==> src/rtl/alu_rf_32_core_if.sv <==
// ============================================================================
// Module      : alu_rf_32_core_if
// Description : Decoder-to-datapath bus for the register-file/ALU execute core.
// Revision    : 1.0 - initial release
// ============================================================================
`default_nettype none

interface alu_rf_32_core_if;
    logic [4:0]  rs;
    logic [4:0]  rt;
    logic [4:0]  rd;
    logic [3:0]  control;
    logic        write_enabled;
    logic        load_enabled;
    logic [31:0] load_data;
    logic [31:0] out_a;
    logic [31:0] out_b;
    logic [31:0] result;
    logic        cout;
    logic        zero;
    logic        overflow;

    // Decoder side drives indices and controls, observes datapath outputs.
    modport master (
        output rs, rt, rd, control, write_enabled, load_enabled, load_data,
        input  out_a, out_b, result, cout, zero, overflow
    );

    modport slave (
        input  rs, rt, rd, control, write_enabled, load_enabled, load_data,
        output out_a, out_b, result, cout, zero, overflow
    );
endinterface

`default_nettype wire

==> src/rtl/alu_rf_32_core.sv <==
// ============================================================================
// Module      : alu_rf_32_core
// Description : 32x32 register file (2 async reads, 1 sync write) feeding a
//               single-cycle 32-bit MIPS-style ALU with write-back.
// Revision    : 1.0 - initial release
// ============================================================================
`default_nettype none

module alu_rf_32_core (
    input  wire logic         clk,
    input  wire logic         reset,
    alu_rf_32_core_if.slave   bus
);

    localparam logic [3:0] c_OP_AND = 4'h0;
    localparam logic [3:0] c_OP_OR  = 4'h1;
    localparam logic [3:0] c_OP_ADD = 4'h2;
    localparam logic [3:0] c_OP_SUB = 4'h6;
    localparam logic [3:0] c_OP_SLT = 4'h7;
    localparam logic [3:0] c_OP_NOR = 4'hC;

    logic [31:0] r_regs [0:31];

    logic [31:0] w_s;
    logic [31:0] w_t;
    logic [32:0] w_add;
    logic [32:0] w_sub;
    logic        w_add_ovf;
    logic        w_sub_ovf;
    logic [31:0] w_result;
    logic        w_cout;
    logic        w_ovf;

    // r0 is forced to zero on read so its storage never matters.
    assign w_s = (bus.rs == 5'd0) ? 32'd0 : r_regs[bus.rs];
    assign w_t = (bus.rt == 5'd0) ? 32'd0 : r_regs[bus.rt];

    assign w_add     = {1'b0, w_s} + {1'b0, w_t};
    assign w_sub     = {1'b0, w_s} + {1'b0, ~w_t} + 33'd1;
    assign w_add_ovf = (w_s[31] == w_t[31]) && (w_add[31] != w_s[31]);
    assign w_sub_ovf = (w_s[31] != w_t[31]) && (w_sub[31] != w_s[31]);

    always_comb begin
        w_result = 32'd0;
        w_cout   = 1'b0;
        w_ovf    = 1'b0;
        case (bus.control)
            c_OP_AND: w_result = w_s & w_t;
            c_OP_OR:  w_result = w_s | w_t;
            c_OP_ADD: begin
                w_result = w_add[31:0];
                w_cout   = w_add[32];
                w_ovf    = w_add_ovf;
            end
            c_OP_SUB: begin
                w_result = w_sub[31:0];
                w_cout   = w_sub[32];
                w_ovf    = w_sub_ovf;
            end
            // Signed less-than: sign of the difference corrected by overflow.
            c_OP_SLT: w_result = {31'd0, w_sub[31] ^ w_sub_ovf};
            c_OP_NOR: w_result = ~(w_s | w_t);
            default:  w_result = 32'd0;
        endcase
    end

    always_ff @(posedge clk) begin
        if (reset) begin
            for (int i = 0; i < 32; i++) begin
                r_regs[i] <= 32'd0;
            end
        end else if (bus.write_enabled && (bus.rd != 5'd0)) begin
            r_regs[bus.rd] <= bus.load_enabled ? bus.load_data : w_result;
        end
    end

    assign bus.out_a    = w_s;
    assign bus.out_b    = w_t;
    assign bus.result   = w_result;
    assign bus.cout     = w_cout;
    assign bus.zero     = (w_result == 32'd0);
    assign bus.overflow = w_ovf;

endmodule

`default_nettype wire

==> src/flat_wrapper.sv <==
// flat-port wrapper written by rule: the top's interface ports become plain ports
module alu_rf_32_core_flat 
  (clk, reset, bus_rs, bus_rt, bus_rd, bus_control, bus_write_enabled, bus_load_enabled, bus_load_data, bus_out_a, bus_out_b, bus_result, bus_cout, bus_zero, bus_overflow);
  alu_rf_32_core_if bus_i ();
  input  wire logic clk;
  input  wire logic reset;
  input wire logic [$bits(bus_i.rs)-1:0] bus_rs;
  input wire logic [$bits(bus_i.rt)-1:0] bus_rt;
  input wire logic [$bits(bus_i.rd)-1:0] bus_rd;
  input wire logic [$bits(bus_i.control)-1:0] bus_control;
  input wire logic [$bits(bus_i.write_enabled)-1:0] bus_write_enabled;
  input wire logic [$bits(bus_i.load_enabled)-1:0] bus_load_enabled;
  input wire logic [$bits(bus_i.load_data)-1:0] bus_load_data;
  output wire logic [$bits(bus_i.out_a)-1:0] bus_out_a;
  output wire logic [$bits(bus_i.out_b)-1:0] bus_out_b;
  output wire logic [$bits(bus_i.result)-1:0] bus_result;
  output wire logic [$bits(bus_i.cout)-1:0] bus_cout;
  output wire logic [$bits(bus_i.zero)-1:0] bus_zero;
  output wire logic [$bits(bus_i.overflow)-1:0] bus_overflow;
  assign bus_i.rs = bus_rs;
  assign bus_i.rt = bus_rt;
  assign bus_i.rd = bus_rd;
  assign bus_i.control = bus_control;
  assign bus_i.write_enabled = bus_write_enabled;
  assign bus_i.load_enabled = bus_load_enabled;
  assign bus_i.load_data = bus_load_data;
  assign bus_out_a = bus_i.out_a;
  assign bus_out_b = bus_i.out_b;
  assign bus_result = bus_i.result;
  assign bus_cout = bus_i.cout;
  assign bus_zero = bus_i.zero;
  assign bus_overflow = bus_i.overflow;
  alu_rf_32_core u_core (.clk(clk), .reset(reset), .bus(bus_i));
endmodule
==> config.mk <==
export PLATFORM = sky130hd
export DESIGN_NAME = alu_rf_32_core_flat
export DESIGN_NICKNAME = d
export VERILOG_FILES = /design/src/rtl/alu_rf_32_core_if.sv /design/src/rtl/alu_rf_32_core.sv /design/src/flat_wrapper.sv
export SDC_FILE = /design/constraint.sdc
export NUM_CORES = 2
export LEC_CHECK = 0
export CAP_MARGIN = 0
export CORE_AREA = 4 4 376 341
export CTS_BUF_LIST = sky130_fd_sc_hd__clkbuf_4 sky130_fd_sc_hd__clkbuf_8 sky130_fd_sc_hd__clkbuf_16
export CTS_CLUSTER_SIZE = 30
export DETAILED_ROUTE_END_ITERATION = 12
export DIE_AREA = 0 0 380 345
export HOLD_SLACK_MARGIN = 0.02
export PLACE_DENSITY = 0.61
export SLEW_MARGIN = 20
export SYNTH_ARGS = -nofsm -noshare
export SYNTH_HDL_FRONTEND = slang
export SYNTH_SLANG_ARGS = --single-unit
==> constraint.sdc <==
create_clock -name clk -period 33 [get_ports clk]
set_input_delay 6.6 -clock clk [delete_from_list [all_inputs] [get_ports clk]]
set_output_delay 6.6 -clock clk [all_outputs]
set_load 0.005 [all_outputs]
After elaboration in Yosys (flattened, before gate mapping)

Memories as Yosys holds them, arrays and structs flattened.
Index checks and enable logic that the tools add are counted.

Flip-flop bits (word level): 0
Bits in latches: 0
RAM bits: 1,024
Memory bits (read-only): 0
Output and inout port bits: 99
Logic and storage cells: 41
Memories: 1

$add $sub $neg: 3
$mul: 0
Div/mod/pow operators: 0
$lt $le $gt $ge: 0
Eq/ne operators: 9
Shift-type cells: 0
Mux-type cells: 14
Bitwise gates (word level): 5
Reductions and logical operators: 9

Memories:

| name          | words | width | read ports | clocked after Yosys merged registers in | write ports | RTL line             | text |
|---|---|---|---|---|---|---|---|
| u_core.r_regs | 32    | 32    | 2          | 0                                       | 32          | alu_rf_32_core.sv:22 | `logic [31:0] r_regs [0:31];` |

Operator list:

| operator                                      | number |
|---|---|
| one-hot mux 32 bit (6 select lines)           | 1 |
| 2-to-1 mux 32 bit                             | 4 |
| adder 32 x 32 -> 33 bit                       | 2 |
| inverter 32 bit                               | 2 |
| adder 33 x 1 -> 33 bit, second input constant | 1 |
| AND 32 bit                                    | 1 |
| logical NOT 32 bit                            | 1 |
| bitwise OR 32 bit                             | 1 |
| OR reduction 32 bit                           | 1 |
| logical NOT 5 bit                             | 2 |
| == test 4 x 3 -> 1 bit, second input constant | 2 |
| 2-to-1 mux 1 bit                              | 6 |
| 2-to-1 mux 5 bit                              | 1 |
| nonzero test 5 bit                            | 1 |
| == test 4 x 1 -> 1 bit, second input constant | 1 |
| == test 4 x 2 -> 1 bit, second input constant | 1 |
| == test 4 bit, second input constant          | 1 |
| logical NOT 4 bit                             | 1 |
| one-hot mux 1 bit (2 select lines)            | 2 |
| logical AND 1 bit                             | 3 |
| != test 1 bit                                 | 3 |
| == test 1 bit                                 | 1 |
| XOR 1 bit                                     | 1 |

Depth between registers and ports, before layout

Depth in word-level cells: 11
Depth in mapped cells: 32
Depth with buffers taken out: 28

Worst setup path after synthesis

No wires, ideal clock.

Path kind: input port to output port
Start point: in bus_rt[0]
End point: out bus_zero
Arrival time: 14,386 ps
Data required time: 26,400 ps
Slack: 12,014 ps
Stages: 30
Cells stage by stage: clkbuf_1 clkbuf_1 buf_1 buf_1 mux4_2 mux4_2 nand2_1 a21o_1 ha_1 clkbuf_1 or2_2 or3_1 a211oi_1 nor3_1 o21ai_1 a211oi_1 o21ai_0 a21oi_1 fa_1 and4b_1 a31oi_1 o221ai_2 nor2_1 or4b_1 a2111oi_2 or4b_1 or4b_1 nor4_1 nand4_1 nor3_2

Cells in the longest elaborated chain, start to end: 10
Elaborated cells on any way between the ends: 16

Ends and longest elaborated chain:

| item                                                             | RTL line             | text |
|---|---|---|
| from (decl)                                                      | flat_wrapper.sv:8    | `input wire logic [$bits(bus_i.rt)-1:0] bus_rt;` |
| memory (32 x 32 bit) / logical NOT 5 bit (equally long branches) | n/a                  |  |
| 2-to-1 mux 32 bit *                                              | alu_rf_32_core.sv:36 | `assign w_t = (bus.rt == 5'd0) ? 32'd0 : r_regs[bus.rt];` |
| inverter 32 bit                                                  | alu_rf_32_core.sv:39 | `assign w_sub = {1'b0, w_s} + {1'b0, ~w_t} + 33'd1;` |
| adder 32 x 32 -> 33 bit                                          | alu_rf_32_core.sv:39 |  |
| adder 33 x 1 -> 33 bit                                           | alu_rf_32_core.sv:39 |  |
| != test 1 bit                                                    | alu_rf_32_core.sv:41 | `assign w_sub_ovf = (w_s[31] != w_t[31]) && (w_sub[31] != w_s[31]);` |
| logical AND 1 bit                                                | alu_rf_32_core.sv:41 |  |
| XOR 1 bit                                                        | alu_rf_32_core.sv:61 | `c_OP_SLT: w_result = {31'd0, w_sub[31] ^ w_sub_ovf};` |
| one-hot mux 32 bit (6 select lines) *                            | alu_rf_32_core.sv:47 | `case (bus.control)` |
| named net bus_result[0]                                          | flat_wrapper.sv:16   | `output wire logic [$bits(bus_i.result)-1:0] bus_result;` |
| logical NOT 32 bit *                                             | alu_rf_32_core.sv:81 | `assign bus.zero = (w_result == 32'd0);` |
| to (decl)                                                        | flat_wrapper.sv:18   | `output wire logic [$bits(bus_i.zero)-1:0] bus_zero;` |

The timed path passes the listed nets; every way through them passes the cells marked *.

Final worst setup path

Start point: in bus_rs[0]
End point: out bus_zero

Cells in the longest elaborated chain, start to end: 9
Elaborated cells on any way between the ends: 15

Ends and longest elaborated chain:

| item                                                             | RTL line             | text |
|---|---|---|
| from (decl)                                                      | flat_wrapper.sv:7    | `input wire logic [$bits(bus_i.rs)-1:0] bus_rs;` |
| memory (32 x 32 bit) / logical NOT 5 bit (equally long branches) | n/a                  |  |
| 2-to-1 mux 32 bit *                                              | alu_rf_32_core.sv:35 | `assign w_s = (bus.rs == 5'd0) ? 32'd0 : r_regs[bus.rs];` |
| adder 32 x 32 -> 33 bit                                          | alu_rf_32_core.sv:39 |  |
| adder 33 x 1 -> 33 bit                                           | alu_rf_32_core.sv:39 |  |
| != test 1 bit                                                    | alu_rf_32_core.sv:41 |  |
| logical AND 1 bit                                                | alu_rf_32_core.sv:41 |  |
| XOR 1 bit                                                        | alu_rf_32_core.sv:61 |  |
| one-hot mux 32 bit (6 select lines) *                            | alu_rf_32_core.sv:47 |  |
| logical NOT 32 bit *                                             | alu_rf_32_core.sv:81 |  |

Mark *: on every way between the ends. The rest lies on a longest branch, timed or not.

==> results_dict.tcl <==
set metrics [dict create \
    tns_ps 0 \
    netlist_top_cells_area "edfxtp_1 53%, mux4_2 21%, nor2_1 6.9%" \
    setup_viol 0 \
    grt_pass1_vias 40679 \
    worst_slack_ps 8600 \
    ys_types 85 \
    wirelength_mm 213 \
    maxCapViolations 0 \
    holdBufCountCts 0 \
    grt_usage_pct 32.0 \
    layout_common_cells "1059 x nor2_1, 1024 x edfxtp_1, 534 x mux4_2, 141 x clkdlybuf4s50_1, 141 x buf_4" \
    place_area_mm2 0.0617 \
    vias 41730 \
    peakVddDrop_v 0.0000421 \
    grt_antenna_before_repair 13 \
    clk_latency_ps 720 \
    final_common_cell "nor2_1" \
    start_util_pct 46.7 \
    max_freq_mhz 41.0 \
    syn-cell-area_mm2 0.0580 \
    grt_max_degree 93 \
    slew_headroom_pct 22.4 \
    clkTransAtPathRegs_ps 60 \
    power.leakage_uw 0.0230 \
    fp.coreArea_mm2 0.124 \
    die-width_um 380 \
    final_area_mm2 0.0654 \
    top_layer_used "met5" \
    post_cts_buffers 0 \
    ios 154 \
    viasPerCell 6.85 \
    worstSetupPathType "in2out" \
    worst_path_max_delay_cell "buf_4" \
    finalCoreUtilization_pct 52.6 \
    fp.dieH_um 345 \
    gp_congestion 0.959 \
    synthesis.yosys.warnings 0 \
    drive_above_1_share_pct 23.3 \
    path_max_fanout 76 \
    ant_nets 0 \
    required_ps 26400 \
    die_area_mm2 0.131 \
    avgSynthCellArea_um2 13.3 \
    hold_class "reg2reg" \
    final_nets 4529 \
    max_stage_delay_ps 900 \
    cts_resized 0 \
    cts-root-buf "clkbuf_16" \
    async_flop_share_pct 0 \
    yosys.area.top_type "edfxtp_1" \
    rsz0062_at_grt "false" \
    area_growth_pct 12.7 \
    drc 0 \
    grt_pass1_wl_mm 301 \
    cp-start-kind "input pin" \
    ys_seq_area_share_pct 53.0 \
    htreeDepth 3 \
    drv_slew 0 \
    cts_tree "yes" \
    crit_arrival_ps 17800 \
    p_total_uw 3450 \
    largest_register "u_core.r_regs" \
    worst_slew_pin_slew_ps 1140 \
    cp-end-kind "primary output" \
    wl_met1_mm 81.2 \
    status "completed" \
    synth_edf_count 1024 \
    preCtsSetupSlack_ps 8490 \
    period_minus_slack_ps 24400 \
    cp_top_family "simple AND/OR/NAND/NOR gates" \
    synth_top_area_share_pct 53.0 \
    drt_iter0_drc 6548 \
    cts_sinks 1024 \
    fin_crit_sh_pct 73.9 \
    crit_top_cell "or4b_1" \
    numCtsBuffers 108 \
    wl_met3_mm 29.8 \
    hold_viol 0 \
    netlist_instances 4369 \
    dpl.hpwl_mm 127 \
    wl_met2_mm 94.7 \
    dr.pass1.iters 5 \
    largest_reg_flops 1024 \
    p_per_area_mw_per_mm2 52.8 \
    fp-row-count 123 \
    io_buffer_count 153 \
    wl_per_cell_um 35.0 \
    reg.largest.list "u_core.r_regs (1024)" \
    skew_ps 41.3 \
    grt_overflow 0 \
    crit_buf_inv 5 \
    cts_buffer_depth 3 \
    ys.flop_type "edfxtp_1" \
    ys_seq_elements 1024 \
]
## cells in the mapped netlist, types with 13 or more instances
cell type  number
o211ai_1       18
nor2b_1        22
nand2_1       124
a211oi_1       17
nor2_1       1061
mux2_2         48
a211o_1        23
buf_1          66
o221ai_1       29
buf_2          34
a21oi_1       106
o22ai_1        28
a31oi_1        13
or3_1          32
a21o_1         42
a221oi_1       46
clkbuf_1      332
mux4_2        534
o21ai_0        37
nor4_1         16
mux2i_1       146
ha_1          100
edfxtp_1     1024
nand3_1        30
inv_1          95
nand2b_1       75
nor3_1         75
## through the flow
| step | instances | hold WS, ps |
|---|---|---|
| floorplan | 4400 | 1450 |
| global placement | 5875 | 2070 |
| detailed placement | 5879 | 2090 |
| CTS | 6078 | 2100 |
| global route | 6086 | 2170 |
| finish | 6089 | 2000 |
## routing by layer
metal	vias up	track usage (%)
li1	16721	-
met1	21449	45.6
met2	3076	48.1
met3	478	9.21
met4	6	9.37
met5	-	0
## worst paths after layout
| check | from | to | slack (ps) | cells past startpoint |
|---|---|---|---|---|
| max reg2reg | u_core.r_regs[7][3]$_SDFFCE_PN0P_ | u_core.r_regs[17][31]$_SDFFCE_PN0P_ | 25300 | 21 |
| min reg2reg | u_core.r_regs[16][20]$_SDFFCE_PN0P_ | u_core.r_regs[30][20]$_SDFFCE_PN0P_ | 2000 | 9 |
| min | u_core.r_regs[16][20]$_SDFFCE_PN0P_ | u_core.r_regs[30][20]$_SDFFCE_PN0P_ | 2000 | 9 |
| max | bus_rs[0] | bus_zero | 8600 | 30 |
## where the power goes
part / internal, uW / switching, uW
Combinational: 272 / 460
Clock: 687 / 530
Sequential: 1480 / 24.4
## cell families after synthesis
kind of cell / Yosys count / share of synthesized area, %
mux: 728 / 24.2
simple gates: 1502 / 11.0
compound gates: 468 / 5.85
fa+ha+maj: 103 / 2.26
xor+xnor: 9 / 0.136
flops: 1024 / 53.0
buf+inv: 534 / 3.60
other cells: 1 / 0.00646
## final cells by class
type	count	area [um^2]
well taps	1625	2030
flip-flops and latches	1024	30700
inverters	95	357
diodes	4	10.0
fillers	10361	59000
repair buffers	300	2840
clock inverters	64	577
multi-input cells	2842	25900
clock buffers	135	2910
## worst reg2reg max path: cells and delay by family, from the launching register on
kind            cells  cell delay [ps]
fa+ha+maj           2              940
buf+inv             1              270
flops               1              400
simple gates        7             2860
compound gates      9             2290
mux                 2              630
No activity file was read; power rests on OpenSTA's default activity.
